===== config.mk =====
export PLATFORM = sky130hd
export DESIGN_NAME = cond_exec_controller
export DESIGN_NICKNAME = d
export VERILOG_FILES = /design/src/rtl/cond_exec_controller.sv
export SDC_FILE = /design/constraint.sdc
export NUM_CORES = 1
export LEC_CHECK = 0
export CORE_ASPECT_RATIO = 0.6
export CORE_MARGIN = 1.5
export CORE_UTILIZATION = 54
export DETAILED_ROUTE_END_ITERATION = 6
export PLACE_DENSITY = 0.95
export SYNTH_ARGS = -nofsm -noshare
export SYNTH_HDL_FRONTEND = slang
export SYNTH_SLANG_ARGS = --single-unit

===== constraint.sdc =====
create_clock -name clk -period 4.6 [get_ports clk]
set_input_delay 0.92 -clock clk [delete_from_list [all_inputs] [get_ports clk]]
set_output_delay 0.92 -clock clk [all_outputs]
set_load 0.05 [all_outputs]

===== src/rtl/cond_exec_controller.sv =====
// EX-stage conditional-execution sequencer: owns the {Z,C,N,V} status register,
// gates commits, raises branch flushes and keeps saturating exec/squash counters.
module cond_exec_controller #(
  parameter int FLUSH_CYCLES = 2,
  parameter int CNT_W        = 16
) (
  input  logic             clk,
  input  logic             rst,
  input  logic             freeze,
  input  logic             valid,
  input  logic [3:0]       cond,
  input  logic             s_bit,
  input  logic             is_branch,
  input  logic [3:0]       alu_status,
  output logic             exec_en,
  output logic             branch_taken,
  output logic             flush,
  output logic [3:0]       sr_out,
  output logic [CNT_W-1:0] exec_count,
  output logic [CNT_W-1:0] squash_count
);

  typedef enum logic [0:0] {
    S_IDLE  = 1'b0,
    S_FLUSH = 1'b1
  } state_t;

  localparam logic [3:0]       FLUSH_INIT = 4'(FLUSH_CYCLES - 1);
  localparam logic [CNT_W-1:0] CNT_MAX    = {CNT_W{1'b1}};
  localparam logic [CNT_W-1:0] CNT_ONE    = {{(CNT_W-1){1'b0}}, 1'b1};

  // Flag vector layout is {Z,C,N,V}: f[3]=Z, f[2]=C, f[1]=N, f[0]=V.
  function automatic logic cond_pass(input logic [3:0] c, input logic [3:0] f);
    logic z, cy, n, v;
    z  = f[3];
    cy = f[2];
    n  = f[1];
    v  = f[0];
    case (c)
      4'b0000: cond_pass = z;
      4'b0001: cond_pass = ~z;
      4'b0010: cond_pass = cy;
      4'b0011: cond_pass = ~cy;
      4'b0100: cond_pass = n;
      4'b0101: cond_pass = ~n;
      4'b0110: cond_pass = v;
      4'b0111: cond_pass = ~v;
      4'b1000: cond_pass = cy & ~z;
      4'b1001: cond_pass = ~cy | z;
      4'b1010: cond_pass = (n == v);
      4'b1011: cond_pass = (n != v);
      4'b1100: cond_pass = ~z & (n == v);
      4'b1101: cond_pass = z | (n != v);
      4'b1110: cond_pass = 1'b1;
      default: cond_pass = 1'b0;
    endcase
  endfunction

  state_t           state_q, state_d;
  logic [3:0]       cnt_q, cnt_d;
  logic [3:0]       sr_q, sr_d;
  logic [CNT_W-1:0] exec_q, exec_d;
  logic [CNT_W-1:0] squash_q, squash_d;
  logic             pass_s;
  logic             exec_en_s;
  logic             branch_s;

  // Commit decision, FSM next state, flag update and counter next values.
  always_comb begin
    pass_s    = cond_pass(cond, sr_q);
    exec_en_s = valid & pass_s & ~freeze & (state_q == S_IDLE);
    branch_s  = exec_en_s & is_branch;
    state_d   = state_q;
    cnt_d     = cnt_q;
    sr_d      = sr_q;
    exec_d    = exec_q;
    squash_d  = squash_q;

    if (freeze) begin
      state_d = state_q;
    end else begin
      if (exec_en_s && s_bit) begin
        sr_d = alu_status;
      end else begin
        sr_d = sr_q;
      end

      case (state_q)
        S_IDLE: begin
          if (branch_s) begin
            state_d = S_FLUSH;
            cnt_d   = FLUSH_INIT;
          end else begin
            state_d = S_IDLE;
          end
        end
        S_FLUSH: begin
          if (cnt_q == 4'd0) begin
            state_d = S_IDLE;
          end else begin
            cnt_d = cnt_q - 4'd1;
          end
        end
        default: begin
          state_d = S_IDLE;
          cnt_d   = 4'd0;
        end
      endcase

      // exec_en and the squash condition are mutually exclusive by construction.
      if (exec_en_s && (exec_q != CNT_MAX)) begin
        exec_d = exec_q + CNT_ONE;
      end else begin
        exec_d = exec_q;
      end

      if (valid && !exec_en_s && (squash_q != CNT_MAX)) begin
        squash_d = squash_q + CNT_ONE;
      end else begin
        squash_d = squash_q;
      end
    end
  end

  // State register with synchronous reset taking priority over freeze.
  always_ff @(posedge clk) begin
    if (rst) begin
      state_q  <= S_IDLE;
      cnt_q    <= 4'd0;
      sr_q     <= 4'd0;
      exec_q   <= '0;
      squash_q <= '0;
    end else begin
      state_q  <= state_d;
      cnt_q    <= cnt_d;
      sr_q     <= sr_d;
      exec_q   <= exec_d;
      squash_q <= squash_d;
    end
  end

  assign exec_en      = exec_en_s;
  assign branch_taken = branch_s;
  assign flush        = branch_s | (state_q == S_FLUSH);
  assign sr_out       = sr_q;
  assign exec_count   = exec_q;
  assign squash_count = squash_q;

endmodule


==> results of run 1 <==
-- final cells by class --
| type | count | area (µm²) |
|---|---|---|
| flip-flops and latches | 41 | 821 |
| repair buffers | 57 | 551 |
| inverters | 6 | 25.0 |
| clock inverters | 2 | 10.0 |
| well taps | 60 | 75.1 |
| fillers | 341 | 1190 |
| multi-input cells | 220 | 1360 |
| clock buffers | 6 | 72.6 |
-- path summary, 6_finish.rpt --
path / depth (start not counted) / slack [ns] / from / to
worst max-delay path: 8 / 0.61 / cond[1] / flush
worst min-delay path: 2 / 0.49 / squash_count[6]$_SDFFE_PP0P_ / squash_count[6]$_SDFFE_PP0P_
worst max register to register: 8 / 2.03 / sr_out[1]$_SDFFE_PP0P_ / squash_count[7]$_SDFFE_PP0P_
worst min register to register: 2 / 0.49 / squash_count[6]$_SDFFE_PP0P_ / squash_count[6]$_SDFFE_PP0P_
-- state kept, by name, summed over array words and instances, names as in the netlist --
register      flops
squash_count     16
state_q           1
sr_out            4
cnt_q             4
exec_count       16
-- synthesized netlist by cell type (3+ instances only) --
| cell type | number |
|---|---|
| nand3_1 | 17 |
| clkbuf_1 | 14 |
| nand3b_1 | 6 |
| nor3_1 | 8 |
| nor4_1 | 4 |
| nor2b_1 | 8 |
| o31ai_1 | 15 |
| dfxtp_1 | 41 |
| or2_2 | 3 |
| or4_1 | 16 |
| nor2_1 | 10 |
| ha_1 | 4 |
| mux2_2 | 4 |
| or3_1 | 9 |
| o41ai_1 | 5 |
| nand2_1 | 25 |
| mux2i_1 | 3 |
| inv_1 | 5 |
| buf_2 | 3 |
| a21oi_1 | 39 |
| nor3b_1 | 3 |
| o21ai_0 | 14 |
| nand4_1 | 3 |
| and3_1 | 4 |
-- where the power goes --
part | switching, W | total [W] | leakage [nW] | internal (W)
clock | 0.000125 | 0.000231 | 0.0450 | 0.000105
sequential | 0.00000461 | 0.000362 | 0.331 | 0.000358
combinational | 0.0000474 | 0.0000760 | 0.530 | 0.0000286
-- cell usage in the layout (no fill, tap or decap), types with 9 or more instances in the layout --
master and count:
or3_1 9, dfxtp_1 41, or4_1 16, nand3_1 17, a21oi_1 39, nor2_1 10
nand2_1 25, o21ai_0 14, clkdlybuf4s50_1 49, o31ai_1 15
-- layer usage --
metal	vias to the layer above	GRT usage, %	part of all wire (%)
li1	1176	-	-
met1	1087	35.8	49
met2	92	42.2	43
met3	9	5.93	7.1
met4	0	7.94	1.3
met5	-	0	0
-- per-stage QoR --
step,instance area [µm²],setup WS (ns)
global placement,2830,0.710
CTS,2910,0.633
floorplan,2290,0.639
finish,2910,0.610
detailed placement,2830,0.635
global route,2910,0.426
-- cells by family (layout without fill, tap and decap cells) --
group,after synthesis,in the layout,synth area share [%]
xor+xnor,1,1,0.382
buf+inv,25,71,5.02
fa+ha+maj,4,4,2.18
mux,7,7,3.28
simple gates,126,126,31.4
flops,41,41,35.8
compound gates,82,82,21.9
-- critical path, cell delays in order --
cell             delay, ns
clkdlybuf4s50_1       0.65
mux2i_1               0.13
a22oi_1               0.22
o32ai_1               0.10
nor4_1                0.41
a21oi_1               0.14
or2_2                 0.30
buf_4                 0.19
==> summary.txt, run 1 <==
FMAX = 251 MHz
Power Density = 230 nW/µm²
Post-synth top flop = dfxtp_1
status = finished, final reports clean
gpl congestion = 0.839
row cnt = 18
hold buffers post-CTS = 0
post-CTS setup buffer count = 0
core area = 4100 µm²
worst-path maximum fanout = 10
post-synthesis cell count = 286
I/O Buffers = 52
Cells after DPL = 384
Die Width = 87.1 µm
CTS tree = built
DRC = 0
Overall Global Routing Usage = 26.5%
Syn. warnings = 0
setup TNS = 0 ns
critical path arrival = 3.07 ns
post-route core utilization = 71.0%
DP Wirelength = 3.98 mm
Fin Hold WS = 0.492 ns
Worst-Margin Slew = 0.681 ns
GR Overflow Total = 0
RSZ-0062 raised after global routing = no
Num CTS Buffers = 5
Mapped Area = 2290 µm²
Via density = 6.03
critical path class = in2out
Non-Filler Instances = 392
number of global-route vias before repair = 2057
die height = 53.5 µm
Synth top area share = 35.8%
Post-synth EDFFs = 0
Layout area overhead = 27.0%
antenna-violating nets left = 0
initial antenna violation count = 0
Initial DRC Count = 97
Clock Skews = 0.0112 ns
Tcrit/Tclk final = 86.7%
drt pass-1 iters = 4
clock latency on the worst-skew pair = 0.30 ns
Net Count, Synth = 304
#FFs+latches synth = 41
final hold vios = 0
clock buffer depth = 2
CP Capture Type = output pin
DR vias = 2364
Clock H-tree levels = 2
LEAKAGE = 0.906 nW
initial core utilization = 55.9%
Hold Crit Class = reg2reg
Synth area leaders = dfxtp_1 36%, a21oi_1 8.5%, or4_1 5.2%, o31ai_1 4.9%, nand2_1 4.1%
average size of a mapped cell = 8.01 µm²
Ant. Diodes = 0
Req. time, crit path = 3.68 ns
clk root buf = clkbuf_8
IO Count = 53
CTS Sinks = 41
Netlist cell types = 42
sequential share of the synthesized area = 35.8%
routed length per placed instance = 14.6 µm
worst vdd ir = 160 µV
Final #Nets = 349
Clock Pin Slew Worst Setup and Hold Paths = 0.07 ns
max-cap check violation count = 0
largest net degree at the start of global routing = 42
PostCTS Resize Cnt = 0
Max-slew headroom = 54.2%
Post-synth ARST share = 0%
largest area contributor in the netlist = dfxtp_1
fin crit period = 3.99 ns
Worst Setup Start Kind = input port
Post-Route WL = 5.71 mm
layout cell share with drive strength beyond 1 = 7.83%
final count of negative-setup-slack endpoints = 0
Pins Over Slew Limit = 0
first-pass GRT wire length = 9.45 mm
die area = 4660 µm²
Design Power = 0.000669 W
No activity file was read; power rests on OpenSTA's default activity.
==> run 2, diff against run 1 <==
Settings changed: ABC_AREA set to 0, PLACE_DENSITY 0.95 to unset, PLACE_DENSITY_LB_ADDON set to 0.25.
==> summary.txt, run 2 (synthesis results as in run 1) <==
status = finished, final reports clean
Power Density = 230 nW/µm²
post-route cell area = 2900 µm²
Clock H-tree levels = 2
worst vdd ir = 166 µV
commonest non-fill, non-tap cell in the layout = clkdlybuf4s50_1
Clock Skews = 0.00465 ns
gpl congestion = 0.800
post-CTS setup buffer count = 0
Tcrit/Tclk final = 89.2%
DRC = 0
Layout area overhead = 26.5%
DR vias = 2323
Worst Reg-to-Reg Cells = 7
Pins Over Slew Limit = 0
setup TNS = 0 ns
drt pass-1 iters = 5
final count of negative-setup-slack endpoints = 0
initial antenna violation count = 0
die area = 4660 µm²
RSZ-0062 raised after global routing = no
Final #Nets = 347
Initial DRC Count = 97
PostCTS Resize Cnt = 0
CTS Sinks = 41
Num CTS Buffers = 5
core area = 4100 µm²
Worst R2R Setup Slack = 2.05 ns
Post-Route WL = 5.48 mm
clock latency on the worst-skew pair = 0.28 ns
routed length per placed instance = 14.1 µm
row cnt = 18
CTS tree = built
clk root buf = clkbuf_8
Ant. Diodes = 0
worst hold stages = 2
number of global-route vias before repair = 1897
worst r2r dst = exec_count[14]$_SDFFE_PP0P_
Fin Hold WS = 0.488 ns
Filler Cell Count = 339
worst-path maximum fanout = 9
critical path class = in2out
I/O Buffers = 52
layout cell share with drive strength beyond 1 = 6.99%
Die Width = 87.1 µm
IO Count = 53
GR Overflow Total = 0
clock buffer depth = 2
Worst Setup Start Kind = input port
max-cap check violation count = 0
FMAX = 244 MHz
initial core utilization = 55.9%
Req. time, crit path = 3.68 ns
worst min-delay path startpoint = squash_count[11]$_SDFFE_PP0P_
LEAKAGE = 0.895 nW
hold buffers post-CTS = 0
fin crit period = 4.10 ns
largest net degree at the start of global routing = 42
Max-slew headroom = 31.7%
DP Area = 2810 µm²
CP Capture Type = output pin
final hold vios = 0
die height = 53.5 µm
first-pass GRT wire length = 8.97 mm
DP Wirelength = 3.83 mm
worst hold path endpoint = squash_count[11]$_SDFFE_PP0P_
Clock Pin Slew Worst Setup and Hold Paths = 0.07 ns
Via density = 5.97
antenna-violating nets left = 0
Worst-Margin Slew = 1.02 ns
worst r2r src = exec_count[0]$_SDFFE_PP0P_
most frequent cells in the layout = 49 x clkdlybuf4s50_1, 41 x dfxtp_1, 39 x a21oi_1
Hold Crit Class = reg2reg
critical path arrival = 3.18 ns
Overall Global Routing Usage = 24.7%
## run 2: area by class of cell
class / count / area, µm² / area share, %
clock buffer: 7 / 86.3 / 2.98
inverter: 6 / 25.0 / 0.863
multi-input combinational: 220 / 1360 / 46.8
sequential: 41 / 821 / 28.3
tap: 60 / 75.1 / 2.59
timing repair buffer: 55 / 536 / 18.5
## run 2: worst max-delay path by stage
stage          endpoint  cells after the start     from
2_1_floorplan     flush                      7  cond[1]
3_3_place_gp      flush                      8  cond[3]
3_5_place_dp      flush                      8  cond[3]
4_1_cts           flush                      8  cond[3]
5_1_grt           flush                      8  cond[3]
6_report          flush                      8  cond[3]
## run 2: power by group
group | switching [W] | internal, W | total (W) | leakage, nW
logic | 0.0000470 | 0.0000279 | 0.0000749 | 0.520
clock network | 0.000112 | 0.000119 | 0.000231 | 0.0443
registers | 0.00000448 | 0.000358 | 0.000362 | 0.331
## run 2: per-layer routing
metal | track usage (%) | vias up | routed length, µm
li1 | - | 1170 | -
met1 | 35.8 | 1086 | 2710
met2 | 36.3 | 65 | 2340
met3 | 6.40 | 2 | 390
met4 | 5.56 | 0 | 31
met5 | 0 | - | 0
## run 2: critical path, stage by stage
cell and delay, ns:
clkdlybuf4s50_1 0.54, nor2b_1 0.22, a21oi_1 0.22, o32ai_1 0.13, nor4_1 0.38, a21oi_1 0.24, or2_2 0.33, buf_4 0.19
## run 2: metrics by stage
step / setup slack, ns / std cells / power, W / util (%)
after detailed placement: 0.520 / 382 / 0.000445 / 68.6
after floorplan: 0.639 / 286 / 0.000419 / -
final: 0.495 / 389 / 0.000668 / 70.7
after CTS: 0.512 / 389 / 0.000675 / 70.7
after global placement: 0.599 / 382 / 0.000443 / 68.6
after global routing: 0.395 / 389 / 0.000696 / 70.7
